File: src/rtl/fetch_pkg.sv
// Shared constants and types for the instruction fetch stage.
package fetch_pkg;

    // Width of one {pc, instr} entry handed to the core
    localparam int unsigned FETCH_W = 64;

    // addi x0,x0,0 used as the bubble instruction
    localparam logic [31:0] NOP_INSTR = 32'h0000_0013;

    // Fetch control states
    typedef enum logic [1:0] {
        ST_RUN,
        ST_WAIT,
        ST_DISCARD,
        ST_HALT
    } fetch_state_e;

    // Entry presented to the core when nothing valid is available
    function automatic logic [FETCH_W-1:0] bubble_word();
        return {32'h0000_0000, NOP_INSTR};
    endfunction

endpackage

File: src/rtl/fetch_fifo.sv
// Prefetch buffer: circular FIFO of {pc, instr} entries with occupancy count.
// Flush has priority over push and pop; push and pop together are legal at any count.
module fetch_fifo
    import fetch_pkg::*;
#(
    parameter int unsigned DEPTH = 4
) (
    input  logic                     clk,
    input  logic                     rst_n,
    input  logic                     i_push,
    input  logic                     i_pop,
    input  logic                     i_flush,
    input  logic [FETCH_W-1:0]       i_wdata,
    output logic [FETCH_W-1:0]       o_head,
    output logic                     o_empty,
    output logic [$clog2(DEPTH):0]   o_count
);

    localparam int unsigned PTR_W = $clog2(DEPTH);

    logic [FETCH_W-1:0]   r_mem [DEPTH];
    logic [PTR_W-1:0]     r_wr_ptr;
    logic [PTR_W-1:0]     r_rd_ptr;
    logic [PTR_W:0]       r_count;

    // Entry storage; contents need no reset since count gates visibility
    always_ff @(posedge clk) begin
        if (i_push && !i_flush) begin
            r_mem[r_wr_ptr] <= i_wdata;
        end
    end

    // Pointer and occupancy tracking; pointers wrap naturally at the power-of-two depth
    always_ff @(posedge clk or negedge rst_n) begin
        if (!rst_n) begin
            r_wr_ptr <= '0;
            r_rd_ptr <= '0;
            r_count  <= '0;
        end else if (i_flush) begin
            r_wr_ptr <= '0;
            r_rd_ptr <= '0;
            r_count  <= '0;
        end else begin
            if (i_push) begin
                r_wr_ptr <= r_wr_ptr + 1'b1;
            end
            if (i_pop) begin
                r_rd_ptr <= r_rd_ptr + 1'b1;
            end
            if (i_push && !i_pop) begin
                r_count <= r_count + 1'b1;
            end else if (!i_push && i_pop) begin
                r_count <= r_count - 1'b1;
            end
        end
    end

    assign o_head  = r_mem[r_rd_ptr];
    assign o_empty = (r_count == '0);
    assign o_count = r_count;

endmodule

File: src/rtl/instr_fetch_unit.sv
// Fetch stage: issues sequential word fetches (one outstanding at most), buffers
// responses in a prefetch FIFO and presents the head {pc, instr} to the core.
// Handles core stalls, redirects and halting on ecall.
module instr_fetch_unit
    import fetch_pkg::*;
#(
    parameter logic [31:0] RESET_PC   = 32'h0000_0000,
    parameter int unsigned FIFO_DEPTH = 4
) (
    input  logic                 clk,
    input  logic                 rst_n,
    output logic                 icache_req,
    output logic [31:0]          icache_addr,
    input  logic                 icache_ready,
    input  logic                 icache_valid,
    input  logic [31:0]          icache_data,
    output logic [FETCH_W-1:0]   fetch_instr_pc,
    input  logic                 stop,
    input  logic                 stop_fetch,
    input  logic                 ecall,
    input  logic                 j_accept,
    input  logic [31:0]          j_addr,
    output logic                 halted
);

    fetch_state_e r_state;
    fetch_state_e w_state_nxt;

    logic [31:0]                 r_fpc;
    logic [31:0]                 r_req_pc;

    logic [FETCH_W-1:0]          w_head;
    logic                        w_empty;
    logic [$clog2(FIFO_DEPTH):0] w_count;

    logic                        w_pop;
    logic                        w_halt_go;
    logic                        w_redirect;
    logic                        w_outstanding;
    logic                        w_room;
    logic                        w_issue;
    logic                        w_accept;
    logic                        w_push;
    logic                        w_flush;
    logic [31:0]                 w_j_target;

    assign w_j_target    = j_addr & 32'hFFFF_FFFC;
    assign w_pop         = !w_empty && !stop && !stop_fetch && (r_state != ST_HALT);
    assign w_halt_go     = w_pop && ecall;
    assign w_redirect    = j_accept && !w_halt_go && (r_state != ST_HALT);
    assign w_outstanding = (r_state == ST_WAIT) || (r_state == ST_DISCARD);
    assign w_room        = (32'(w_count) + 32'(w_outstanding)) < FIFO_DEPTH;
    // Request is held low through reset and during the redirect/halt cycle itself
    assign w_issue       = rst_n && (r_state == ST_RUN) && w_room && !w_redirect && !w_halt_go;
    assign w_accept      = w_issue && icache_ready;
    assign w_push        = (r_state == ST_WAIT) && icache_valid && !w_redirect && !w_halt_go;
    assign w_flush       = w_redirect || w_halt_go || (r_state == ST_HALT);

    fetch_fifo #(
        .DEPTH (FIFO_DEPTH)
    ) u_fifo (
        .clk     (clk),
        .rst_n   (rst_n),
        .i_push  (w_push),
        .i_pop   (w_pop),
        .i_flush (w_flush),
        .i_wdata ({r_req_pc, icache_data}),
        .o_head  (w_head),
        .o_empty (w_empty),
        .o_count (w_count)
    );

    // FSM state register
    always_ff @(posedge clk or negedge rst_n) begin
        if (!rst_n) begin
            r_state <= ST_RUN;
        end else begin
            r_state <= w_state_nxt;
        end
    end

    // Next-state logic: halt beats redirect, redirect with a pending response goes to DISCARD
    always_comb begin
        w_state_nxt = r_state;
        unique case (r_state)
            ST_RUN:     if (w_accept)     w_state_nxt = ST_WAIT;
            ST_WAIT:    if (icache_valid) w_state_nxt = ST_RUN;
            ST_DISCARD: if (icache_valid) w_state_nxt = ST_RUN;
            ST_HALT:    w_state_nxt = ST_HALT;
            default:    w_state_nxt = ST_RUN;
        endcase
        if (w_redirect && w_outstanding && !icache_valid) begin
            w_state_nxt = ST_DISCARD;
        end
        if (w_halt_go) begin
            w_state_nxt = ST_HALT;
        end
    end

    // Fetch PC and address of the in-flight request
    always_ff @(posedge clk or negedge rst_n) begin
        if (!rst_n) begin
            r_fpc    <= RESET_PC;
            r_req_pc <= RESET_PC;
        end else if (w_redirect) begin
            r_fpc <= w_j_target;
        end else if (w_accept) begin
            r_req_pc <= r_fpc;
            r_fpc    <= r_fpc + 32'd4;
        end
    end

    assign icache_req     = w_issue;
    assign icache_addr    = r_fpc;
    assign halted         = (r_state == ST_HALT);
    assign fetch_instr_pc = (w_empty || (r_state == ST_HALT)) ? bubble_word() : w_head;

endmodule

File: config.mk
export PLATFORM = sky130hd
export DESIGN_NAME = instr_fetch_unit
export DESIGN_NICKNAME = d
export VERILOG_FILES = /design/src/rtl/fetch_pkg.sv /design/src/rtl/fetch_fifo.sv /design/src/rtl/instr_fetch_unit.sv
export SDC_FILE = /design/constraint.sdc
export NUM_CORES = 1
export LEC_CHECK = 0
export ABC_CLOCK_PERIOD_IN_PS = 3700
export BUFFER_PORTS_ARGS = -buffer_cell sky130_fd_sc_hd__buf_2
export CAP_MARGIN = 20
export CELL_PAD_IN_SITES_DETAIL_PLACEMENT = 1
export CELL_PAD_IN_SITES_GLOBAL_PLACEMENT = 1
export CORE_ASPECT_RATIO = 0.6
export CORE_MARGIN = 5
export CORE_UTILIZATION = 40
export DETAILED_ROUTE_END_ITERATION = 8
export GPL_TIMING_DRIVEN = 0
export PLACE_DENSITY_LB_ADDON = 0.1
export SETUP_SLACK_MARGIN = 0.1
export SLEW_MARGIN = 30
export SYNTH_ARGS = -nofsm -noshare
export SYNTH_HDL_FRONTEND = slang
export SYNTH_SLANG_ARGS = --single-unit
File: constraint.sdc
create_clock -name clk -period 3.7 [get_ports clk]
set_input_delay 0 -clock clk [delete_from_list [all_inputs] [get_ports clk]]
set_output_delay 0 -clock clk [all_outputs]
set_load 0.02 [all_outputs]
; ---- Word level (Yosys, flattened, before mapping)
; Memories as Yosys holds them, arrays and structs flattened.
; Cells that the tools add are included.
[totals]
ramBits = 256
register_bits = 73
out_inout_bits = 98
memories = 1
in_bits = 72
[mem_list]
columns = memory, depth, word_bits, read_ports, rd_ports_with_merged_regs, write_ports, line_no
row1 = u_fifo.r_mem, 4, 64, 1, 0, 1, fetch_fifo.sv:21  ; logic [FETCH_W-1:0] r_mem [DEPTH];
[classes]
add_sub_neg = 6
bitwise_logic = 1
order_cmp = 1
n_reduce_logical = 41
eq_ne = 6
n_mux = 17
[op_table]
columns = op, count
row1 = 2-to-1 mux 32 bit, 2
row2 = 2-to-1 mux 64 bit, 1
row3 = "adder 32 x 3 -> 32 bit, second input constant", 1
row4 = logical AND 1 bit, 19
row5 = 2-to-1 mux 2 bit, 8
row6 = logical NOT 1 bit, 9
row7 = 2-to-1 mux 3 bit, 3
row8 = case mux 2 bit (3 select lines), 1
row9 = nonzero test 2 bit, 3
row10 = "adder 2 x 1 -> 2 bit, second input constant", 2
row11 = adder 3 x 1 -> 4 bit, 1
row12 = "== test 2 bit, second input constant", 2
row13 = logical OR 1 bit, 4
row14 = "< comparator 4 x 3 -> 1 bit, second input constant", 1
row15 = "inequality test 4 x 1 -> 1 bit, second input constant", 1
row16 = "inequality test 4 x 3 -> 1 bit, second input constant", 1
row17 = AND reduction 2 bit, 2
row18 = "adder 3 x 1 -> 3 bit, second input constant", 1
row19 = logical NOT 3 bit, 1
row20 = nonzero test 3 bit, 1
row21 = "subtractor 3 x 1 -> 3 bit, second input constant", 1
row22 = "== test 2 x 1 -> 1 bit, second input constant", 1
row23 = logical NOT 2 bit, 1
row24 = 2-to-1 mux 1 bit, 2
row25 = 3 further kinds, 3

; ---- Longest topological paths before layout
; Gate-level depths: netlist of run 1.
[depth]
ltp_word = 17
mapped_depth = 11
ltp_nobuf = 10

; ---- By module
; A second synthesis of run 1 with hierarchy kept.
[hier_totals]
cells_unflattened = 803
area_unflattened_um2 = 13280.2
[modules_own_cells]
columns = mod, area_per_inst_um2, cells_per_inst, instances
row1 = fetch_fifo, 9666.8, 378, 1
row2 = instr_fetch_unit, 3613.5, 425, 1

; ---- Worst setup path before layout of run 1
; OpenSTA, ideal clock, no wires.
[synth_path]
kind = register to register
startpoint = reg r_state[0]
endpoint = mem u_fifo.r_mem[0][0] (enable)
n_path_buf = 0
path_stages_with_launch = 6
path_slack_ns = 0.465
arrival_ns = 2.808
required_ns = 3.273
setup_time_ns = 0.427
path_cell_list = dfrtp_1 > ha_1 > or4b_1 > nor2_1 > nor3_1 > and3_1
[synth_between]
word_cells_on_any_way = 18
classes_between = eq/ne: 3 / mux: 2 / reduce/logical: 13
[synth_lines]
columns = item, line_no
row1 = start: declaration, instr_fetch_unit.sv:26  ; fetch_state_e r_state;
row2 = start signal: assignment, instr_fetch_unit.sv:78  ; r_state <= w_state_nxt;
row3 = == test 2 bit, --
row4 = named net halted, instr_fetch_unit.sv:23  ; output logic halted
row5 = logical OR 1 bit, instr_fetch_unit.sv:57  ; assign w_flush = w_redirect || w_halt_go || (r_state == ST_HALT);
row6 = logical NOT 1 bit, fetch_fifo.sv:28  ; if (i_push && !i_flush) begin
row7 = logical AND 1 bit, fetch_fifo.sv:28
row8 = 2-to-1 mux 1 bit, fetch_fifo.sv:28
row9 = 2-to-1 mux 1 bit (not written as such), fetch_fifo.sv:29  ; r_mem[r_wr_ptr] <= i_wdata;
row10 = end: declaration, fetch_fifo.sv:21
; The timed path passes the listed nets, and every way through them passes these cells.

; ---- Final worst setup path of run 1
[layout_path]
startpoint = reg r_state[0]
endpoint = reg u_fifo.r_count[2] (netlist: u_fifo.o_count[2])
[layout_between]
elab_chain_cells = 12
word_cells_on_any_way = 21
classes_between = eq/ne: 3 / mux: 2 / reduce/logical: 16
[layout_rtl]
columns = item, line_no
row1 = inequality test 2 bit, "instr_fetch_unit.sv:48, instr_fetch_unit.sv:50"
row2 = logical AND 1 bit, instr_fetch_unit.sv:48  ; assign w_pop = !w_empty && !stop && !stop_fetch && (r_state != ST_HALT);
row3 = logical AND 1 bit, instr_fetch_unit.sv:49  ; assign w_halt_go = w_pop && ecall;
row4 = logical NOT 1 bit, "instr_fetch_unit.sv:50, instr_fetch_unit.sv:56"
row5 = logical AND 1 bit (2 in series), instr_fetch_unit.sv:50  ; assign w_redirect = j_accept && !w_halt_go && (r_state != ST_HALT);
row6 = logical NOT 1 bit, instr_fetch_unit.sv:56  ; assign w_push = (r_state == ST_WAIT) && icache_valid && !w_redirect && !w_halt_go;
row7 = logical AND 1 bit (2 in series), instr_fetch_unit.sv:56
row8 = logical AND 1 bit / logical NOT 1 bit (equally long branches), "fetch_fifo.sv:50, fetch_fifo.sv:52"
row9 = 2-to-1 mux 3 bit / logical AND 1 bit (equally long branches), "fetch_fifo.sv:50, fetch_fifo.sv:52"
row10 = 2-to-1 mux 3 bit / nonzero test 3 bit (equally long branches), --
row11 = end signal: assignment, fetch_fifo.sv:51  ; r_count <= r_count + 1'b1;
row12 = end signal: assignment, fetch_fifo.sv:53  ; r_count <= r_count - 1'b1;
row13 = end: declaration, fetch_fifo.sv:24  ; logic [PTR_W:0] r_count;
; Parallel ways exist; a longest one is shown, timed or not.
; A chain may end at the register's enable or synchronous reset.

==> results.py, run 1 <==
metrics = {
    "status": {
        "outcome": "finished clean",
    },
    "synth": {
        "synth_edf_count": 248,
        "ys_seq_area_share_pct": 70.6,
        "yosys_warnings": 0,
        "synthArstFlopShare_pct": 21.8,
        "ys_seq_elements": 317,
        "netlist_area_mm2": 0.0130,
        "avgSynthCellArea_um2": 16.1,
        "synth.distinct_cells": 59,
        "synth_ff_type": "edfxtp_1",
        "syn_inst": 809,
    },
    "timing": {
        "fin_crit_sh_pct": 88.9,
        "finalSetupViolCount": 0,
        "slew_headroom_pct": 32.4,
        "hold_violations": 0,
        "setup_tns_ns": 0,
        "rsz0062_at_grt": "false",
        "setup_slack_ns": 0.409,
        "max_freq_ghz": 0.304,
        "finalMaxSlewViolations": 0,
        "worstMarginPinSlew_ns": 1.01,
        "layout_min_cycle_time_ns": 3.29,
        "finClkSkew_ns": 0.0136,
        "hold-worst-slack_ns": 0.0678,
    },
    "grt": {
        "grt_pass1_vias": 8512,
        "antenna_found_initial": 1,
        "grt_pass1_wl_mm": 52.1,
        "grt_use_total_pct": 18.5,
        "grt_overflow": 0,
        "grt_max_degree": 42,
    },
    "placement": {
        "dp_slack_ns": 0.650,
        "place_area_mm2": 0.0145,
        "hpwl_mm": 22.6,
        "io_buffer_count": 163,
        "post-place-cells": 1405,
        "routabilityCongestion": 0.805,
    },
    "worst_setup_path": {
        "r2r_end": "u_fifo.o_count[2]",
        "rr_startpoint": "r_state[0]",
        "crit_end": "u_fifo.o_count[2]",
        "arrival_ns": 3.74,
        "crit_fanout": 11,
        "r2r_slack_ns": 0.41,
        "cp-start-kind": "register",
        "end_kind": "register",
        "critPathLaunch": "r_state[0]",
        "r2r_cells": 12,
        "cp.required_ns": 4.15,
        "crit_type": "reg -> reg",
    },
    "power": {
        "switchingPower_mw": 3.82,
        "pwr-share-clk_pct": 29.9,
        "power_mw": 11.3,
        "p_per_area_mw_per_mm2": 693,
        "p_leak_nw": 6.03,
        "power_frac_seq_pct": 44.5,
        "combPwrFrac_pct": 25.7,
        "swShare_pct": 33.7,
        "ir_worst_vdd_mv": 0.353,
        "p_int_mw": 7.53,
    },
    "final_layout": {
        "final_area_mm2": 0.0164,
        "drive_above_1_share_pct": 29.2,
        "syn_to_final_growth_pct": 26.1,
        "finalNetCount": 1171,
        "fin_cells": 1539,
        "final_core_util_pct": 50.8,
    },
    "cts": {
        "path_clk_slew_ns": 0.07,
        "cts_max_path_buffers": 3,
        "cts_setup_buffers": 0,
        "cts_tree": "done",
        "h-tree-depth": 1,
        "cts_made_buffers": 31,
        "insertion_delay_ns": 0.57,
        "cts_root_buf": "clkbuf_16",
        "cts_sinks": 317,
    },
    "route": {
        "wl_per_cell_um": 21.7,
        "drt_pass1_iterations": 5,
        "via_count": 7914,
        "detail-route-antenna-nets": 0,
        "vias_per_cell": 5.14,
        "drtIter0Drc": 497,
        "drc": 0,
        "wl_mm": 33.4,
    },
    "worst_hold_path": {
        "holdPathStages": 5,
        "hp-class": "in -> reg",
    },
    "die": {
        "die_width_um": 243,
        "die_y_um": 150,
        "ios": 170,
        "initial_core_util_pct": 40.3,
        "core_mm2": 0.0322,
        "dieArea_mm2": 0.0363,
        "row_count": 51,
    },
    "flow_run": {
        "max-cap-violations": 0,
    },
}
[sequential cells by signal (all words and copies together) (netlist names)]
register,cells
u_fifo.r_mem,248
icache_addr,30
r_req_pc,30
u_fifo.o_count,3
r_state,2
u_fifo.r_rd_ptr,2
u_fifo.r_wr_ptr,2
[Yosys cell counts (3+ instances only)]
master	n	share of area, %
a31oi_1	6	0.29
or3_1	6	0.29
and4_1	5	0.34
nand3_1	15	0.58
buf_4	4	0.23
o21ai_0	16	0.62
nor4_1	10	0.48
a21oi_1	15	0.58
a211oi_1	7	0.40
dfrtp_1	69	13
edfxtp_1	248	57
and3_1	10	0.48
buf_2	13	0.50
o211ai_1	4	0.23
xnor2_1	9	0.61
nand2b_1	4	0.19
mux4_2	62	11
inv_1	12	0.35
o21a_1	4	0.23
nor2_1	24	0.69
o221a_2	4	0.35
nand2_1	107	3.1
buf_1	5	0.14
and2_1	4	0.19
ha_1	10	0.96
nor3_1	5	0.19
clkbuf_1	24	0.69
nand4_1	9	0.43
nor2b_1	62	3.0
or4_1	3	0.17
[cell families after synthesis]
group | Yosys count | share of synthesized area [%]
fa+ha+maj | 11 | 1.12
flops | 317 | 70.6
simple gates | 272 | 10.7
buf+inv | 58 | 1.92
compound gates | 75 | 3.93
other cells | 1 | 0.0289
mux | 64 | 10.9
xor+xnor | 11 | 0.742
[how the worst min path moves through the flow]
| stage | start | to | slack, ns |
|---|---|---|---|
| CTS | icache_ready | icache_addr[17] | 0.02 |
| floorplan | rst_n | icache_addr[10] | -0.30 |
| global route | icache_ready | icache_addr[17] | 0.06 |
| global placement | j_addr[13] | icache_addr[13] | 0.22 |
| detailed placement | rst_n | r_req_pc[3] | -0.02 |
| finish | icache_ready | icache_addr[17] | 0.07 |
[placed cells by master, fill, tap and decap left out, types with 7 or more instances in the layout]
cell type      instances
a211oi_1               7
clkinv_2               9
a21oi_1               15
dlygate4sd3_1         73
nand4_1                9
edfxtp_1             248
ha_1                  10
nand3_1               15
dfrtp_1               69
nand2_1              107
xnor2_1                9
clkbuf_1              22
buf_2                175
nor2b_1               62
nor2_1                24
clkbuf_16             32
o21ai_0               16
inv_1                 12
mux4_2                62
nor4_1                 9
[critical path, stage by stage (launching register included)]
cell	delay, ns
dfrtp_1	0.42
ha_1	0.25
clkbuf_2	0.23
nor4b_2	0.33
dlygate4sd3_1	0.59
nand2_1	0.07
and3_1	0.22
ha_1	0.23
fa_1	0.38
xnor2_1	0.14
nor2_1	0.13
xnor2_1	0.13
nor2_1	0.05
[routing by layer]
metal  track usage, %  up-vias  share of wire (%)
li1                 -     3649                  -
met1             28.4     4045                 50
met2             28.3      180                 44
met3             3.41       38                4.3
met4             3.29        2                1.6
met5                0        -              0.039
[power groups by stage]
stage	combinational, mW	sequential [mW]	clock, mW
finish	2.91	5.05	3.39
global route	3.20	5.12	3.64
CTS	2.96	5.05	3.49
detailed placement	2.85	5.12	0
global placement	2.80	5.11	0
floorplan	1.64	5.07	0
[final cells by class]
cell class | count | area, um^2
antenna | 2 | 5.00
sequential | 317 | 9170
clock inverter | 21 | 246
clock buffer | 37 | 860
tap | 424 | 531
inverter | 12 | 45.0
multi-input combinational | 437 | 3610
buffer | 46 | 208
fill | 3179 | 15900
timing repair buffer | 243 | 1700
[timing repair]
action	in CTS	in global routing
endpoints found under the setup margin	0	12
hold endpoints to repair	236	0
gates resized for setup	0	6
hold buffers	74	0
(Power assumes the default switching activity.)
==> run 2: changes to the inputs <==
Settings changed: BUFFER_PORTS_ARGS -buffer_cell sky130_fd_sc_hd__buf_2 to not set, DONT_BUFFER_PORTS set to 1.
==> results.py, run 2 (same netlist as run 1, synthesis figures left out) <==
metrics = {
    "final_layout": {
        "multi_input_area_mm2": 0.00361,
        "finalNetCount": 1008,
        "drive_above_1_share_pct": 16.2,
        "seq_area_mm2": 0.00917,
        "final_common_cell": "edfxtp_1",
        "syn_to_final_growth_pct": 19.0,
        "top_register": "u_fifo.r_mem",
        "fillCellCount": 3110,
        "layout_common_cells": "248 x edfxtp_1, 107 x nand2_1, 76 x dlygate4sd3_1, 69 x dfrtp_1",
        "final_area_mm2": 0.0155,
        "largest_reg_flops": 248,
    },
    "route": {
        "vias_per_cell": 5.42,
        "wl_per_cell_um": 24.1,
        "drtIter0Drc": 380,
        "drt_pass1_iterations": 5,
        "via_count": 7447,
        "detail-route-antenna-nets": 0,
        "drc": 0,
        "wl_mm": 33.2,
    },
    "cts": {
        "cts_root_buf": "clkbuf_16",
        "cts_setup_buffers": 0,
        "path_clk_slew_ns": 0.07,
        "cts_sinks": 317,
        "cts_tree": "done",
        "insertion_delay_ns": 0.57,
        "cts_max_path_buffers": 3,
        "cts_made_buffers": 30,
        "h-tree-depth": 1,
    },
    "die": {
        "core_mm2": 0.0322,
        "dieArea_mm2": 0.0363,
        "die_y_um": 150,
        "initial_core_util_pct": 40.3,
        "die_width_um": 243,
        "row_count": 51,
        "ios": 170,
    },
    "timing": {
        "rsz0062_at_grt": "false",
        "finalSetupViolCount": 0,
        "setup_slack_ns": 0.322,
        "fin_crit_sh_pct": 91.3,
        "hold-worst-slack_ns": 0.0262,
        "max_freq_ghz": 0.296,
        "layout_min_cycle_time_ns": 3.38,
        "hold_violations": 0,
        "slew_headroom_pct": 43.7,
        "finalMaxSlewViolations": 0,
        "worstMarginPinSlew_ns": 0.845,
        "finClkSkew_ns": 0.0157,
    },
    "grt": {
        "grt_use_total_pct": 18.1,
        "grt_max_degree": 70,
        "grt_overflow": 0,
        "grt_pass1_wl_mm": 50.6,
        "grt_pass1_vias": 8126,
        "antenna_found_initial": 3,
    },
    "status": {
        "outcome": "finished clean",
    },
    "worst_setup_path": {
        "cp-start-kind": "register",
        "crit_fanout": 11,
        "end_kind": "register",
        "arrival_ns": 3.82,
        "crit_type": "reg -> reg",
        "cp.required_ns": 4.15,
    },
    "power": {
        "swShare_pct": 34.5,
        "p_int_mw": 7.08,
        "pwr-share-clk_pct": 29.3,
        "combPwrFrac_pct": 21.7,
        "power_frac_seq_pct": 49.0,
        "p_leak_nw": 5.25,
        "ir_worst_vdd_mv": 0.349,
        "switchingPower_mw": 3.73,
        "p_per_area_mw_per_mm2": 700,
    },
    "worst_hold_path": {
        "hp-class": "in -> async",
    },
    "flow_run": {
        "max-cap-violations": 0,
    },
    "placement": {
        "place_area_mm2": 0.0136,
        "dp_slack_ns": 0.598,
        "io_buffer_count": 0,
        "hpwl_mm": 22.5,
        "routabilityCongestion": 0.845,
    },
}
## run 2: metal layers
layer  part of all wire, %  up-vias  GRT usage [%]
met4                   1.6        4           3.20
met3                   6.0       43           4.57
met1                    46     3880           25.5
met2                    46      192           29.2
li1                      -     3328              -
met5                  0.10        -              0
## run 2: worst max-delay path: stages (launching register included)
cell and delay [ns]:
dfrtp_1 0.41, ha_1 0.34, buf_2 0.26, nor4b_2 0.33, nand2_1 0.08, dlygate4sd3_1 0.58, and3_1 0.21, ha_1 0.23
fa_1 0.39, xnor2_1 0.14, nor2_1 0.11, xnor2_1 0.12, nor2_1 0.05
## run 2: layout make-up
cell class / count / area share, %
multi-input combinational: 437 / 23.4
sequential: 317 / 59.4
antenna: 1 / 0.0162
clock inverter: 17 / 1.10
clock buffer: 39 / 5.47
timing repair buffer: 81 / 5.62
tap: 424 / 3.43
inverter: 12 / 0.291
buffer: 46 / 1.34
## run 2: what timing repair did
| action | CTS | global route |
|---|---|---|
| resized for setup | 1 | 5 |
| endpoints found under the hold margin | 236 | 0 |
| hold buffers | 77 | 0 |
| endpoints found under the setup margin | 1 | 3 |
## run 2: worst paths after layout
path                               from  cells after the start  slack, ns                  end
min in group clk           icache_ready                      4       0.07      icache_addr[10]
min reg2reg                r_req_pc[17]                      0       0.52  u_fifo.r_mem[3][49]
max reg2reg                  r_state[0]                     12       0.32    u_fifo.o_count[2]
min                               rst_n                      2       0.03      icache_addr[15]
max in group asynchronous         rst_n                      2       3.38    u_fifo.o_count[0]
max                          r_state[0]                     12       0.32    u_fifo.o_count[2]
## run 2: metrics by stage
stage / TNS (ns) / instances / util (%) / power, mW
CTS: 0 / 1373 / 47.9 / 10.9
global route: 0 / 1373 / 47.9 / 11.4
floorplan: 0 / 812 / - / 6.71
global placement: -270.50 / 1236 / 42.0 / 7.46
detailed placement: 0 / 1240 / 42.3 / 7.58
finish: 0 / 1374 / 48.0 / 10.8
## run 2: power by group through the flow
stage	registers (mW)	logic [mW]	clock network, mW
after floorplan	5.07	1.64	0
after global placement	5.33	2.13	0
after detailed placement	5.37	2.20	0
after CTS	5.30	2.38	3.25
after global routing	5.38	2.59	3.42
final	5.30	2.35	3.16
==> run 3: changes to the inputs <==
Settings changed: MAX_ROUTING_LAYER set to met4.
==> results.py, run 3 (same netlist as run 1, synthesis figures left out) <==
metrics = {
    "placement": {
        "post-place-cells": 1240,
        "hpwl_mm": 22.5,
        "io_buffer_count": 0,
        "dp_slack_ns": 0.598,
        "routabilityCongestion": 0.858,
        "place_area_mm2": 0.0136,
    },
    "worst_setup_path": {
        "cpMaxStageDelayCell": "dlygate4sd3_1",
        "r2r_slack_ns": 0.33,
        "rr_startpoint": "r_state[0]",
        "critPathMaxStageDelay_ns": 0.58,
        "cp.depth": 12,
        "cp.required_ns": 4.15,
        "worst-path-buf-inv": 2,
        "arrival_ns": 3.82,
        "r2r_end": "u_fifo.o_count[2]",
        "path_cells": "ha_1 > buf_2 > nor4b_2 > nand2_1 > dlygate4sd3_1 > and3_1 > ha_1 > fa_1 > xnor2_1 > nor2_1 > xnor2_1 > nor2_1",
        "r2r_cells": 12,
        "cp-start-kind": "register",
        "end_kind": "register",
        "path_delay_family": "adder cells",
        "crit_type": "reg -> reg",
        "crit_fanout": 11,
    },
    "route": {
        "vias_per_cell": 5.40,
        "drc": 0,
        "drt_pass1_iterations": 4,
        "drtIter0Drc": 407,
        "detail-route-antenna-nets": 0,
        "wl_per_cell_um": 24.1,
        "wl_mm": 33.1,
        "via_count": 7442,
    },
    "final_layout": {
        "largest_reg_flops": 248,
        "syn_to_final_growth_pct": 19.1,
        "top_register": "u_fifo.r_mem",
        "final_area_mm2": 0.0155,
        "final_common_cell": "edfxtp_1",
        "finalNetCount": 1008,
        "drive_above_1_share_pct": 16.2,
        "layout_common_cells": "248 x edfxtp_1, 107 x nand2_1, 76 x dlygate4sd3_1, 69 x dfrtp_1",
        "multi_input_area_mm2": 0.00361,
        "fillCellCount": 3112,
        "seq_area_mm2": 0.00917,
        "fin_cells": 1377,
    },
    "cts": {
        "insertion_delay_ns": 0.57,
        "cts_tree": "done",
        "cts_sinks": 317,
        "cts_setup_buffers": 0,
        "cts_root_buf": "clkbuf_16",
        "h-tree-depth": 1,
        "cts_made_buffers": 30,
        "path_clk_slew_ns": 0.07,
        "cts_max_path_buffers": 3,
    },
    "timing": {
        "slew_headroom_pct": 41.8,
        "max_freq_ghz": 0.296,
        "hold_violations": 0,
        "worstMarginPinSlew_ns": 0.867,
        "hold-worst-slack_ns": 0.0283,
        "finalSetupViolCount": 0,
        "setup_slack_ns": 0.325,
        "finalMaxSlewViolations": 0,
        "rsz0062_at_grt": "false",
        "layout_min_cycle_time_ns": 3.37,
        "finClkSkew_ns": 0.0145,
        "fin_crit_sh_pct": 91.2,
    },
    "die": {
        "dieArea_mm2": 0.0363,
        "core_mm2": 0.0322,
        "initial_core_util_pct": 40.3,
        "row_count": 51,
        "ios": 170,
        "die_width_um": 243,
        "die_y_um": 150,
    },
    "grt": {
        "grt_pass1_vias": 8102,
        "grt_max_degree": 70,
        "grt_use_total_pct": 18.6,
        "grt_overflow": 0,
        "antenna_found_initial": 4,
        "grt_pass1_wl_mm": 50.5,
    },
    "worst_hold_path": {
        "hp-class": "in -> async",
    },
    "power": {
        "p_per_area_mw_per_mm2": 699,
        "ir_worst_vdd_mv": 0.351,
        "power_mw": 10.8,
        "p_leak_nw": 5.25,
    },
    "status": {
        "outcome": "finished clean",
    },
    "flow_run": {
        "max-cap-violations": 0,
    },
}
[run 3: area by class of cell]
| type | instances | share of cell area (%) |
|---|---|---|
| sequential | 317 | 59.3 |
| clock buffer | 39 | 5.47 |
| inverter | 12 | 0.291 |
| timing repair buffer | 81 | 5.62 |
| tap | 424 | 3.43 |
| clock inverter | 17 | 1.10 |
| antenna | 4 | 0.0647 |
| multi-input combinational | 437 | 23.4 |
| buffer | 46 | 1.34 |
[run 3: where the power goes]
part	switching, mW	total (mW)	internal (mW)
sequential	0.853	5.30	4.44
combinational	1.54	2.35	0.814
clock	1.34	3.16	1.82
total	3.73	10.8	7.08
[run 3: worst max path at each step]
stage,from,to,slack (ns)
after floorplan,r_state[0],u_fifo.r_mem[0][0],0.47
after global placement,r_state[0],u_fifo.r_mem[3][24],-1.11
after detailed placement,r_state[0],u_fifo.o_count[2],0.60
after CTS,r_state[0],u_fifo.o_count[2],0.12
after global routing,r_state[0],u_fifo.o_count[2],0.12
final,r_state[0],u_fifo.o_count[2],0.33
[run 3: repair_timing]
action                     CTS  global route
hold endpoints to repair   236             0
setup endpoints to repair    1             3
gates resized for setup      1             5
hold buffers                77             0
[run 3: stage by stage]
stage	utilization [%]	TNS, ns
final	48.0	0
after detailed placement	42.3	0
after global routing	48.0	0
after floorplan	-	0
after CTS	47.9	0
after global placement	42.0	-270.50
[run 3: layer usage]
metal / global-route usage [%] / wire (um) / up-vias
li1: - / - / 3334
met1: 25.6 / 15200 / 3865
met2: 29.2 / 15400 / 204
met3: 4.39 / 2090 / 39
met4: 3.20 / 521 / 0
met5: - / 0 / -
